$ cat src/rtl/ram_bridge_pkg.sv
// Shared types and constants for the Z80/DMA to SDRAM request bridge.
package ram_bridge_pkg;

    localparam int unsigned ADDR_W_DEF   = 19;
    localparam int unsigned DATA_W_DEF   = 8;
    localparam int unsigned WDOG_W       = 8;
    localparam logic [7:0]  TIMEOUT_FILL = 8'hFF;

    typedef enum logic [2:0] {
        IDLE,
        CPU_ACC,
        DMA_ACC,
        CPU_HOLD,
        DMA_HOLD
    } state_e;

    function automatic logic is_acc(input state_e s);
        return (s == CPU_ACC) || (s == DMA_ACC);
    endfunction

endpackage

$ cat src/rtl/ram_bridge_watchdog.sv
// Transaction watchdog: counts cycles while a request is outstanding and flags expiry.
module ram_bridge_watchdog
    import ram_bridge_pkg::*;
#(
    parameter int unsigned LIMIT = 255
) (
    input  logic clk,
    input  logic nReset,
    input  logic run,
    output logic expire_c
);

    logic [WDOG_W-1:0] cnt_q;

    // Saturating count, cleared whenever no transaction is in flight.
    always_ff @(posedge clk or negedge nReset) begin
        if (!nReset) begin
            cnt_q <= '0;
        end else if (!run) begin
            cnt_q <= '0;
        end else if (cnt_q != '1) begin
            cnt_q <= cnt_q + WDOG_W'(1);
        end
    end

    // Fires in the LIMIT-th cycle of the request so sd_req is high for exactly LIMIT clocks.
    assign expire_c = run && (cnt_q == WDOG_W'(LIMIT - 1));

endmodule

$ cat src/rtl/ram_bridge.sv
// Z80/DMA request bridge to the SDRAM controller: one req/ack transaction per strobe.
// Optional watchdog abort enabled by defining RAM_BRIDGE_TIMEOUT_EN.
module ram_bridge
    import ram_bridge_pkg::*;
#(
    parameter int unsigned ADDR_W         = ADDR_W_DEF,
    parameter int unsigned DATA_W         = DATA_W_DEF,
    parameter int unsigned TIMEOUT_CYCLES = 255
) (
    input  logic              clk,
    input  logic              nReset,
    input  logic [ADDR_W-1:0] cpu_addr,
    input  logic              cpu_rd,
    input  logic              cpu_we,
    input  logic [DATA_W-1:0] cpu_wdata,
    output logic [DATA_W-1:0] cpu_rdata,
    output logic              cpu_ready,
    input  logic              dma_assert,
    input  logic [ADDR_W-1:0] dma_addr,
    input  logic              dma_rd,
    input  logic              dma_we,
    input  logic [DATA_W-1:0] dma_wdata,
    output logic [DATA_W-1:0] dma_rdata,
    output logic              dma_done,
    output logic              sd_req,
    output logic              sd_we,
    output logic [ADDR_W-1:0] sd_addr,
    output logic [DATA_W-1:0] sd_wdata,
    input  logic              sd_ack,
    input  logic [DATA_W-1:0] sd_rdata,
    output logic              timeout_err
);

    state_e            state_q, state_d;
    logic              sd_req_d, sd_we_d;
    logic [ADDR_W-1:0] sd_addr_d;
    logic [DATA_W-1:0] sd_wdata_d, cpu_rdata_d, dma_rdata_d, rd_val;
    logic              cpu_ready_d, dma_done_d, timeout_err_d;
    logic              cpu_strobe, dma_strobe, in_acc, expire_c, done_ev;

    assign cpu_strobe = cpu_rd | cpu_we;
    assign dma_strobe = dma_rd | dma_we;
    assign in_acc     = is_acc(state_q);

`ifdef RAM_BRIDGE_TIMEOUT_EN
    ram_bridge_watchdog #(
        .LIMIT    (TIMEOUT_CYCLES)
    ) u_watchdog (
        .clk      (clk),
        .nReset   (nReset),
        .run      (in_acc),
        .expire_c (expire_c)
    );
`else
    logic unused_timeout_cfg;
    assign unused_timeout_cfg = ^32'(TIMEOUT_CYCLES);
    assign expire_c           = 1'b0;
`endif

    // A real ack wins over a same-cycle expiry; an abort returns the fill pattern.
    assign done_ev = sd_ack | expire_c;
    assign rd_val  = sd_ack ? sd_rdata : DATA_W'(TIMEOUT_FILL);

    // Next-state and next-output logic.
    always_comb begin
        state_d       = state_q;
        sd_req_d      = sd_req;
        sd_we_d       = sd_we;
        sd_addr_d     = sd_addr;
        sd_wdata_d    = sd_wdata;
        cpu_rdata_d   = cpu_rdata;
        dma_rdata_d   = dma_rdata;
        cpu_ready_d   = !cpu_strobe;
        dma_done_d    = 1'b0;
        timeout_err_d = timeout_err | (in_acc & expire_c & !sd_ack);

        case (state_q)
            IDLE: begin
                if (dma_assert && dma_strobe) begin
                    state_d    = DMA_ACC;
                    sd_req_d   = 1'b1;
                    sd_we_d    = dma_we;
                    sd_addr_d  = dma_addr;
                    sd_wdata_d = dma_wdata;
                end else if (!dma_assert && cpu_strobe) begin
                    state_d    = CPU_ACC;
                    sd_req_d   = 1'b1;
                    sd_we_d    = cpu_we;
                    sd_addr_d  = cpu_addr;
                    sd_wdata_d = cpu_wdata;
                end
            end
            CPU_ACC: begin
                cpu_ready_d = 1'b0;
                if (done_ev) begin
                    state_d     = CPU_HOLD;
                    sd_req_d    = 1'b0;
                    cpu_ready_d = 1'b1;
                    if (!sd_we) begin
                        cpu_rdata_d = rd_val;
                    end
                end
            end
            DMA_ACC: begin
                if (done_ev) begin
                    state_d    = DMA_HOLD;
                    sd_req_d   = 1'b0;
                    dma_done_d = 1'b1;
                    if (!sd_we) begin
                        dma_rdata_d = rd_val;
                    end
                end
            end
            CPU_HOLD: begin
                // Access already served; the CPU may run while it releases its strobe.
                cpu_ready_d = 1'b1;
                if (!cpu_strobe) begin
                    state_d = IDLE;
                end
            end
            DMA_HOLD: begin
                if (!dma_strobe) begin
                    state_d = IDLE;
                end
            end
            default: begin
                state_d  = IDLE;
                sd_req_d = 1'b0;
            end
        endcase
    end

    // State and registered outputs; reset drops sd_req asynchronously.
    always_ff @(posedge clk or negedge nReset) begin
        if (!nReset) begin
            state_q     <= IDLE;
            sd_req      <= 1'b0;
            sd_we       <= 1'b0;
            sd_addr     <= '0;
            sd_wdata    <= '0;
            cpu_rdata   <= '0;
            dma_rdata   <= '0;
            cpu_ready   <= 1'b1;
            dma_done    <= 1'b0;
            timeout_err <= 1'b0;
        end else begin
            state_q     <= state_d;
            sd_req      <= sd_req_d;
            sd_we       <= sd_we_d;
            sd_addr     <= sd_addr_d;
            sd_wdata    <= sd_wdata_d;
            cpu_rdata   <= cpu_rdata_d;
            dma_rdata   <= dma_rdata_d;
            cpu_ready   <= cpu_ready_d;
            dma_done    <= dma_done_d;
            timeout_err <= timeout_err_d;
        end
    end

endmodule

$ cat config.mk
export PLATFORM = sky130hd
export DESIGN_NAME = ram_bridge
export DESIGN_NICKNAME = d
export VERILOG_FILES = /design/src/rtl/ram_bridge_pkg.sv /design/src/rtl/ram_bridge_watchdog.sv /design/src/rtl/ram_bridge.sv
export SDC_FILE = /design/constraint.sdc
export NUM_CORES = 1
export LEC_CHECK = 0
export BUFFER_PORTS_ARGS = -buffer_cell sky130_fd_sc_hd__buf_2
export CAP_MARGIN = 20
export CORE_AREA = 3 3 81 83
export CTS_CLUSTER_SIZE = 20
export DETAILED_ROUTE_END_ITERATION = 8
export DIE_AREA = 0 0 84 86
export HOLD_SLACK_MARGIN = 0.08
export PLACE_DENSITY = 0.75
export RECOVER_POWER = 25
export SYNTH_ARGS = -nofsm -noshare
export SYNTH_HDL_FRONTEND = slang
export SYNTH_SLANG_ARGS = --single-unit
$ cat constraint.sdc
create_clock -name clk -period 1.61 [get_ports clk]
set_clock_uncertainty 0.1 [all_clocks]
set_input_delay 0.0805 -clock clk [delete_from_list [all_inputs] [get_ports clk]]
set_output_delay 0.0805 -clock clk [all_outputs]
set_load 0.05 [all_outputs]
=== Word-level counts from Yosys, hierarchy flattened ===
Index checks and enable logic that the tools add are counted.
W data, S select, Z words.

* Eq/ne operators: 10
* Muxes and demuxes: 20
* Bitwise logic cells: 4
* Reduce and logical (&&, ||, !) cells: 13

{| class="wikitable"
|+ Operator list
! operator !! number
|-
| $mux W19 || 2
|-
| $mux W3 || 6
|-
| $mux W8 || 2
|-
| $pmux W3 S5 || 1
|-
| $reduce_and A3 Y1 || 3
|-
| $ne A2 B2 Y1 const B || 4
|-
| $mux W1 || 7
|-
| $eq A3 B2 Y1 const B || 2
|-
| $reduce_and A5 Y1 || 1
|-
| $reduce_or A2 Y1 || 2
|-
| $eq A3 B1 Y1 const B || 1
|-
| $eq A3 B3 Y1 const B || 1
|-
| $logic_not A3 Y1 || 1
|-
| $ne A3 B3 Y1 const B || 1
|-
| $pmux W1 S3 || 1
|-
| $logic_and A1 B1 Y1 || 2
|-
| $logic_not A1 Y1 || 2
|-
| $ne A2 B1 Y1 const B || 1
|-
| $not A1 Y1 || 2
|-
| $or A1 B1 Y1 || 2
|-
| $pmux W1 S2 || 1
|-
| $reduce_and A2 Y1 || 1
|-
| $reduce_bool A2 Y1 || 1
|}

* Register bits: 50
* Input bits: 70
* Output and inout port bits: 48

=== Logic depth before layout (Yosys ltp) ===
Gate-level depths: netlist (run 1).

* Depth in word-level cells: 5
* Gate-level depth with buffers: 6

=== Worst setup path after synthesis (run 1) ===
Ideal clock, no wire load.

* Kind: register -> register
* Start: reg state_q[0]
* End: reg sd_addr[10]
* Library setup time: 125 ps
* Data arrival time: 1422 ps
* Required time: 1385 ps
* Setup slack: -37 ps
* Stages on the path, launching flop included: 7
* Buffers on the path: 3
* Path through: dfrtp_1 > buf_6 > nor2_2 > nor4b_4 > buf_6 > buf_12 > mux2_4

* Cells in the longest elaborated chain, start to end: 2

{| class="wikitable"
|+ RTL lines
! element !! RTL line !! RTL
|-
| start: declaration || ram_bridge.sv:34 || <nowiki>state_e state_q, state_d;</nowiki>
|-
| start signal: assignment || ram_bridge.sv:147 || <nowiki>state_q <= state_d;</nowiki>
|-
| $logic_not A3 Y1 || ram_bridge.sv:77 || <nowiki>case (state_q)</nowiki>
|-
| $reduce_and A2 Y1 (no line) || n/a ||
|-
| end signal: assignment || ram_bridge.sv:150 || <nowiki>sd_addr <= sd_addr_d;</nowiki>
|-
| end: declaration || ram_bridge.sv:27 || <nowiki>output logic [ADDR_W-1:0] sd_addr,</nowiki>
|}

Every way passes these cells.
A chain may end at the register's enable or synchronous reset.

=== Final worst setup path (run 1) ===
* Start: reg state_q[1]
* End: reg sd_wdata[5]

* Cells in the longest elaborated chain, start to end: 2

{| class="wikitable"
|+ RTL lines
! element !! RTL line !! RTL
|-
| $logic_not A3 Y1 || ram_bridge.sv:77 ||
|-
| $reduce_and A2 Y1 (no line) || n/a ||
|-
| end signal: assignment || ram_bridge.sv:151 || <nowiki>sd_wdata <= sd_wdata_d;</nowiki>
|-
| end: declaration || ram_bridge.sv:28 || <nowiki>output logic [DATA_W-1:0] sd_wdata,</nowiki>
|}

Every way passes these cells.

==> impl_metrics.yaml, run 1 <==
sta:
  fin_crit_ns: 1.61
  worst_slew_pin_slew_ns: 0.665
  setup_viol: 4
  setup_tns_ns: -0.00731
  finalCritPeriodShare_pct: 100
  rsz0062_at_grt: "true"
  fin_ws_ns: -0.00381
  slew_violations: 0
  fmaxAchievable_mhz: 620
  relSlewSlack_pct: 55.6
  hold_viol_final: 0
clock_network:
  clkLatencyLatePin_ns: 0.30
  cts_buffer_depth: 2
  root_buffer: "clkbuf_8"
  clock-sinks: 50
  clk_pin_slew_worst_paths_ns: 0.09
  ctsHtreeMaxLevel: 2
  cts_tree: "done"
  cts_made_buffers: 5
power_and_ir_drop:
  seq_power_share_pct: 28.2
  leakage_nw: 2.02
  clock_power_share_pct: 8.7
  power_frac_comb_pct: 63.1
  peakVddDrop_mv: 1.25
  swShare_pct: 48.4
  p_switching_mw: 3.97
  intPower_mw: 4.23
  p_total_mw: 8.20
  p_per_area_nw_per_um2: 2000
setup_path:
  timing.rr.start: "state_q[1]"
  path_max_fanout: 8
  worst_r2r_endpoint: "sd_wdata[5]"
  crit_arrival_ns: 1.71
  cp.required_ns: 1.70
  crit_type: "flop to flop"
  cp-startpoint: "state_q[1]"
  cp-start-kind: "flop"
  r2r_cells: 5
  reg2reg_slack_ns: -0.004
  worstSetupEndpointType: "flop"
logic_synthesis:
  synth.top_cell.area_share_pct: 50.3
  netlist_instances: 162
  yosysWarnings: 0
  synth_fp_nets: 232
  yosys-top-cells-count: "mux2_2, dfrtp_1, mux2_4"
  ys_seq_area_share_pct: 51.3
  yosysUniqueCellTypes: 30
  avgSynthCellArea_um2: 15.1
  ys_ff_latch: 50
  ys.flop_type: "dfrtp_1"
  synthTopCellsByArea: "dfrtp_1, mux2_2, mux2_4, buf_6, dfstp_2"
  netlist_area_um2: 2440
  yosys.area.top_type: "dfrtp_1"
  yosys.cell_count.top_type: "mux2_2"
  synthArstFlopShare_pct: 100
  synth_edf_count: 0
grt:
  met2_usage_pct: 35.9
  antenna_found_initial: 0
  met1_usage_pct: 20.7
  grt_use_met3_pct: 4.03
  grt_pass1_wl_mm: 10.7
  grt_overflow_total: 0
  grt_util_all_layers_pct: 18.9
  grt_busiest_layer: "met2"
  grt_pass1_vias: 2253
  grt_start_max_net_pins: 51
finish:
  final_area_um2: 4110
  regArea_um2: 1260
  nNetsFinal: 432
  multi_input_area_um2: 1200
  syn2layout_area_growth_pct: 68.3
  nFillCells: 401
  diodes: 0
  drive_gt1_share_pct: 60.6
drt:
  routedWlPerCell_um: 15.7
  drcViolationCount: 0
  via_count: 2084
  postRouteAntennaNets: 0
  routed_via_density: 4.76
  firstDrtPassIters: 4
  dr.first_iter.drc_count: 94
  totalWireLength_mm: 6.90
placed_design:
  gp_congestion: 0.737
  place_hpwl_mm: 4.07
  dp_slack_ns: -0.0809
  placed_area_um2: 3170
  numPortBuffers: 116
die:
  die-area_um2: 7220
  num_rows: 28
  fp.dieH_um: 86
  io_pins: 118
  start_util_pct: 41.2
  fp.dieW_um: 84
  coreArea_um2: 5920
run_status:
  status: "finished, violations left"
  violations: "negative setup slack"
flow_run:
  max_cap_viol_count: 0
worst_hold_path:
  worstHoldStart: "dma_rd"
  min_to: "state_q[2]"
  hold_path_class: "input port to flop"
  hold_depth: 3
## power groups by stage
stage / Combinational [mW] / Clock (mW) / Sequential (mW)
floorplan: 1.44 / 0 / 4.37
detailed placement: 4.52 / 0 / 2.29
global route: 5.39 / 0.794 / 2.40
finish: 5.17 / 0.712 / 2.31
global placement: 4.45 / 0 / 2.28
CTS: 4.76 / 0.747 / 2.28
## placed cells by master, fill, tap and decap left out, drive strengths merged
| cell type | count |
|---|---|
| a221oi | 1 |
| buf | 133 |
| dfstp | 1 |
| nor4b | 2 |
| o211ai | 1 |
| clkinvlp | 1 |
| nor3 | 2 |
| nor3b | 1 |
| mux2 | 72 |
| o21ai | 2 |
| nand3b | 1 |
| conb | 1 |
| nand2 | 3 |
| inv | 2 |
| nand2b | 3 |
| or3 | 1 |
| clkbuf | 8 |
| dfrtp | 49 |
| o31ai | 1 |
| a21o | 1 |
| a21oi | 4 |
| a211o | 1 |
| dlygate4sd3 | 68 |
| nor2 | 4 |
## registers in the layout, indices dropped and copies added (netlist names)
register,count
cpu_rdata,8
cpu_ready,1
dma_done,1
dma_rdata,8
sd_addr,19
sd_req,1
sd_wdata,8
sd_we,1
state_q,3
## cells by family after synthesis
kind of cell | count (synthesis) | share of synthesized area (%)
AOI/OAI and AO/OA | 11 | 3.03
buffers and inverters | 11 | 4.00
DFF | 50 | 51.3
muxes | 72 | 36.0
other | 1 | 0.154
and+or+nand+nor | 17 | 5.49
## worst max path at each step
stage                  endpoint  slack [ns]  cells past startpoint
detailed placement   sd_addr[2]       -0.08                      4
floorplan           sd_addr[10]       -0.01                      6
global route        sd_wdata[6]       -0.08                      5
CTS                 sd_addr[12]       -0.02                      5
global placement     sd_addr[7]      0.0007                      4
finish              sd_wdata[5]      -0.004                      5
## what timing repair did
item,CTS,global route
hold buffers,68,0
cloned,2,0
buffers inserted,1,1
endpoints found under the setup margin,28,36
endpoints found under the hold margin,97,0
gates resized for setup,8,36
pin swaps,1,1
## metrics by stage
step                std cells  util (%)  hold WS, ns
floorplan                 162         -       -0.315
global placement          358      53.5      -0.0128
detailed placement        358      53.5     -0.00837
CTS                       437      67.1       0.0833
global route              438      69.3        0.107
finish                    438      69.3       0.0879
## metal layers
metal	part of all wire (%)	up-vias
met3	5.5	11
li1	-	981
met4	1.9	0
met2	55	82
met1	38	1010
met5	0	-
## critical path, cell delays in order (launching register included)
cell     delay [ns]
dfrtp_2        0.45
nor2_4         0.12
nor4b_4        0.20
buf_6          0.18
buf_12         0.14
mux2_4         0.31
## cell type report
class | count | share of cell area, %
Clock inverter | 1 | 0.183
Multi-Input combinational cell | 101 | 29.3
Sequential cell | 50 | 30.6
Tap cell | 75 | 2.29
Clock buffer | 7 | 1.86
Timing Repair Buffer | 202 | 35.6
Inverter | 2 | 0.183
Power figures use the tool's default switching activity.
==> inputs of run 2 (changes only) <==
Settings changed: CORE_AREA 3 3 81 83 to 3 3 77 79, DIE_AREA 0 0 84 86 to 0 0 80 82, PLACE_DENSITY 0.75 to 0.79.
Clock period 1.61 ns to 1.8 ns, I/O delays scaled along.
==> impl_metrics.yaml, run 2 (same netlist as run 1, synthesis figures left out) <==
sta:
  fin_hold_ws_ns: 0.0961
  worst_slew_pin_slew_ns: 0.785
  finalCritPeriodShare_pct: 99.8
  hold_viol_final: 0
  relSlewSlack_pct: 47.6
  fin_crit_ns: 1.80
  setup_viol: 0
  slew_violations: 0
  fmaxAchievable_mhz: 557
die:
  io_pins: 118
  fp.dieH_um: 82
  coreArea_um2: 5410
  start_util_pct: 45.1
  fp.dieW_um: 80
  die-area_um2: 6560
  num_rows: 27
clock_network:
  root_buffer: "clkbuf_8"
  cts_tree: "done"
  clkLatencyLatePin_ns: 0.31
  cts_made_buffers: 5
  cts_buffer_depth: 2
  clk_pin_slew_worst_paths_ns: 0.10
  ctsHtreeMaxLevel: 2
  clock-sinks: 50
drt:
  postRouteAntennaNets: 0
  drcViolationCount: 0
  via_count: 2036
  totalWireLength_mm: 6.91
  routed_via_density: 4.71
  dr.first_iter.drc_count: 51
  routedWlPerCell_um: 16.0
  firstDrtPassIters: 4
setup_path:
  cp-start-kind: "input port"
  cp.required_ns: 1.89
  path_max_fanout: 12
  worstSetupEndpointType: "flop"
  crit_arrival_ns: 1.89
  crit_type: "input port to flop"
finish:
  diodes: 0
  syn2layout_area_growth_pct: 61.1
  mostFrequentLayoutCells: "buf_2, dlygate4sd3_1, mux2_2"
  nNetsFinal: 429
  top_register: "sd_addr"
  layout_commonest_cell: "buf_2"
  drive_gt1_share_pct: 59.7
  largest_reg_flops: 19
  final_area_um2: 3930
run_status:
  status: "finished clean"
placed_design:
  place_hpwl_mm: 4.11
  gp_congestion: 0.785
  numPortBuffers: 116
  placed_area_um2: 3100
power_and_ir_drop:
  leakage_nw: 1.90
  p_per_area_nw_per_um2: 1780
  peakVddDrop_mv: 1.09
grt:
  grt_pass1_vias: 2235
  grt_start_max_net_pins: 27
  grt_overflow_total: 0
  antenna_found_initial: 0
  grt_pass1_wl_mm: 10.4
  grt_util_all_layers_pct: 20.8
worst_hold_path:
  hold_path_class: "input port to flop"
flow_run:
  max_cap_viol_count: 0
run 2: critical path, stage by stage:
cell and delay, ns:
dlygate4sd3_1 0.54, buf_2 0.15, nor3b_2 0.17, nor4b_4 0.22
buf_4 0.18, buf_6 0.17, mux2_2 0.36
run 2: stage by stage:
stage	utilization (%)	setup WS [ns]	power [mW]	cells	TNS [ns]
after floorplan	-	0.153	5.17	162	0
after global placement	57.3	0.130	5.93	350	0
after detailed placement	57.3	0.0423	6.03	350	0
after CTS	72.0	0.00997	6.88	428	0
after global routing	72.7	-0.0257	7.31	432	-0.149
final	72.7	0.00334	6.98	432	0
run 2: path summary, 6_finish.rpt:
kind | slack (ns) | end | cells past startpoint | startpoint
worst max-delay path | 0.003 | sd_addr[6] | 7 | dma_assert
worst min-delay path | 0.1 | state_q[2] | 3 | dma_we
worst max register to register | 0.06 | sd_addr[6] | 4 | state_q[2]
worst min register to register | 0.40 | cpu_rdata[6] | 1 | cpu_rdata[6]
max in group asynchronous | 0.50 | sd_addr[8] | 3 | nReset
min in group asynchronous | 0.46 | cpu_rdata[5] | 3 | nReset
run 2: power by group:
group | internal, mW | switching (mW)
registers | 1.71 | 0.346
clock network | 0.289 | 0.407
logic | 1.46 | 2.77
total | 3.45 | 3.52
run 2: layout make-up:
type / count / area, um^2
clock buffers: 5 / 68.8
clock inverters: 3 / 26.3
fillers: 364 / 1480
inverters: 2 / 7.51
multi-input cells: 101 / 1100
flip-flops and latches: 50 / 1250
well taps: 72 / 90.1
repair buffers: 199 / 1380
run 2: per-layer routing:
metal  vias up  GRT usage (%)  routed length [um]
met5         -              0                   0
met4         0           6.76                  74
met3        10           5.15                 348
met2        72           40.9                3970
met1       984           21.5                2520
li1        970              -                   -
run 2: repair_timing:
item | in CTS | in global routing
buffers inserted | 0 | 3
hold endpoints to repair | 96 | 0
setup endpoints to repair | 0 | 24
hold buffers | 70 | 0
gates resized for setup | 0 | 6
==> inputs of run 3 (changes only) <==
Settings changed: RECOVER_POWER 25 to 50.
==> impl_metrics.yaml, run 3 (same netlist as run 1, synthesis figures left out) <==
die:
  fp.dieH_um: 82
  start_util_pct: 45.1
  fp.dieW_um: 80
  coreArea_um2: 5410
  io_pins: 118
  die-area_um2: 6560
  num_rows: 27
drt:
  dr.first_iter.drc_count: 62
  postRouteAntennaNets: 0
  routedWlPerCell_um: 16.0
  drcViolationCount: 0
  totalWireLength_mm: 6.90
  routed_via_density: 4.71
  firstDrtPassIters: 4
  via_count: 2036
grt:
  grt_util_all_layers_pct: 20.8
  grt_start_max_net_pins: 27
  antenna_found_initial: 0
  grt_pass1_wl_mm: 10.4
  grt_pass1_vias: 2235
  grt_overflow_total: 0
setup_path:
  cp.required_ns: 1.89
  crit_arrival_ns: 1.89
  cp-start-kind: "input port"
  worstSetupEndpointType: "flop"
  path_max_fanout: 12
  crit_type: "input port to flop"
clock_network:
  cts_buffer_depth: 2
  ctsHtreeMaxLevel: 2
  clock-sinks: 50
  root_buffer: "clkbuf_8"
  cts_made_buffers: 5
  clkLatencyLatePin_ns: 0.31
  clk_pin_slew_worst_paths_ns: 0.10
  cts_tree: "done"
run_status:
  status: "finished clean"
finish:
  diodes: 0
  largest_reg_flops: 19
  nNetsFinal: 429
  top_register: "sd_addr"
  final_cell_count_no_fill: 432
  mostFrequentLayoutCells: "buf_2, dlygate4sd3_1, mux2_2"
  layout_commonest_cell: "buf_2"
  drive_gt1_share_pct: 51.1
  final_area_um2: 3890
  syn2layout_area_growth_pct: 59.5
sta:
  setup_viol: 0
  finalCritPeriodShare_pct: 99.8
  fin_hold_ws_ns: 0.0961
  worst_slew_pin_slew_ns: 0.787
  fmaxAchievable_mhz: 557
  relSlewSlack_pct: 47.6
  fin_crit_ns: 1.80
  hold_viol_final: 0
  slew_violations: 0
power_and_ir_drop:
  leakage_nw: 1.81
  p_per_area_nw_per_um2: 1770
  peakVddDrop_mv: 1.06
  p_total_mw: 6.88
placed_design:
  placed_area_um2: 3100
  place_hpwl_mm: 4.11
  dp.cells: 350
  gp_congestion: 0.785
  numPortBuffers: 116
flow_run:
  max_cap_viol_count: 0
worst_hold_path:
  hold_path_class: "input port to flop"
-- run 3: layout make-up --
type | instances | area, um^2
inverter | 2 | 7.51
clock inverter | 3 | 26.3
sequential | 50 | 1250
tap | 72 | 90.1
clock buffer | 5 | 68.8
timing repair buffer | 199 | 1340
fill | 388 | 1510
multi-input combinational | 101 | 1100
-- run 3: report_power, final --
| part | internal (mW) | switching [mW] | total [mW] |
|---|---|---|---|
| Combinational | 1.35 | 2.77 | 4.12 |
| Clock | 0.289 | 0.406 | 0.695 |
| Sequential | 1.71 | 0.355 | 2.06 |
-- run 3: worst max-delay path: stages --
cell and delay (ns):
dlygate4sd3_1 0.54, buf_2 0.15, nor3b_2 0.17, nor4b_4 0.22
buf_4 0.18, buf_6 0.17, mux2_2 0.36
-- run 3: final timing paths --
kind	slack (ns)	endpoint	depth (start not counted)	start
setup / recovery	0.004	sd_addr[6]	7	dma_assert
hold / removal	0.1	state_q[2]	3	dma_we
setup reg to reg	0.06	sd_addr[6]	4	state_q[2]
hold reg to reg	0.41	cpu_rdata[6]	1	cpu_rdata[6]
max in group asynchronous	0.50	sd_addr[3]	3	nReset
min in group asynchronous	0.46	cpu_rdata[5]	3	nReset
-- run 3: stage by stage --
| stage | setup WS, ns | utilization, % | TNS, ns |
|---|---|---|---|
| 3_3_place_gp | 0.130 | 57.3 | 0 |
| 3_5_place_dp | 0.0423 | 57.3 | 0 |
| 2_1_floorplan | 0.153 | - | 0 |
| 5_1_grt | -0.0257 | 72.0 | -0.149 |
| 4_1_cts | 0.00997 | 72.0 | 0 |
| 6_report | 0.00385 | 72.0 | 0 |
-- run 3: timing repair --
item,4_1_cts,5_1_grt
endpoints found under the setup margin,0,24
buffers inserted,0,3
hold buffers,70,0
hold endpoints to repair,96,0
gates resized for setup,0,6
-- run 3: per-layer routing --
layer | global-route usage [%] | wire, um | vias up
met5 | 0 | 0 | -
met4 | 6.76 | 90 | 0
met3 | 5.15 | 365 | 14
met2 | 40.9 | 3960 | 72
met1 | 21.5 | 2490 | 980
li1 | - | - | 970
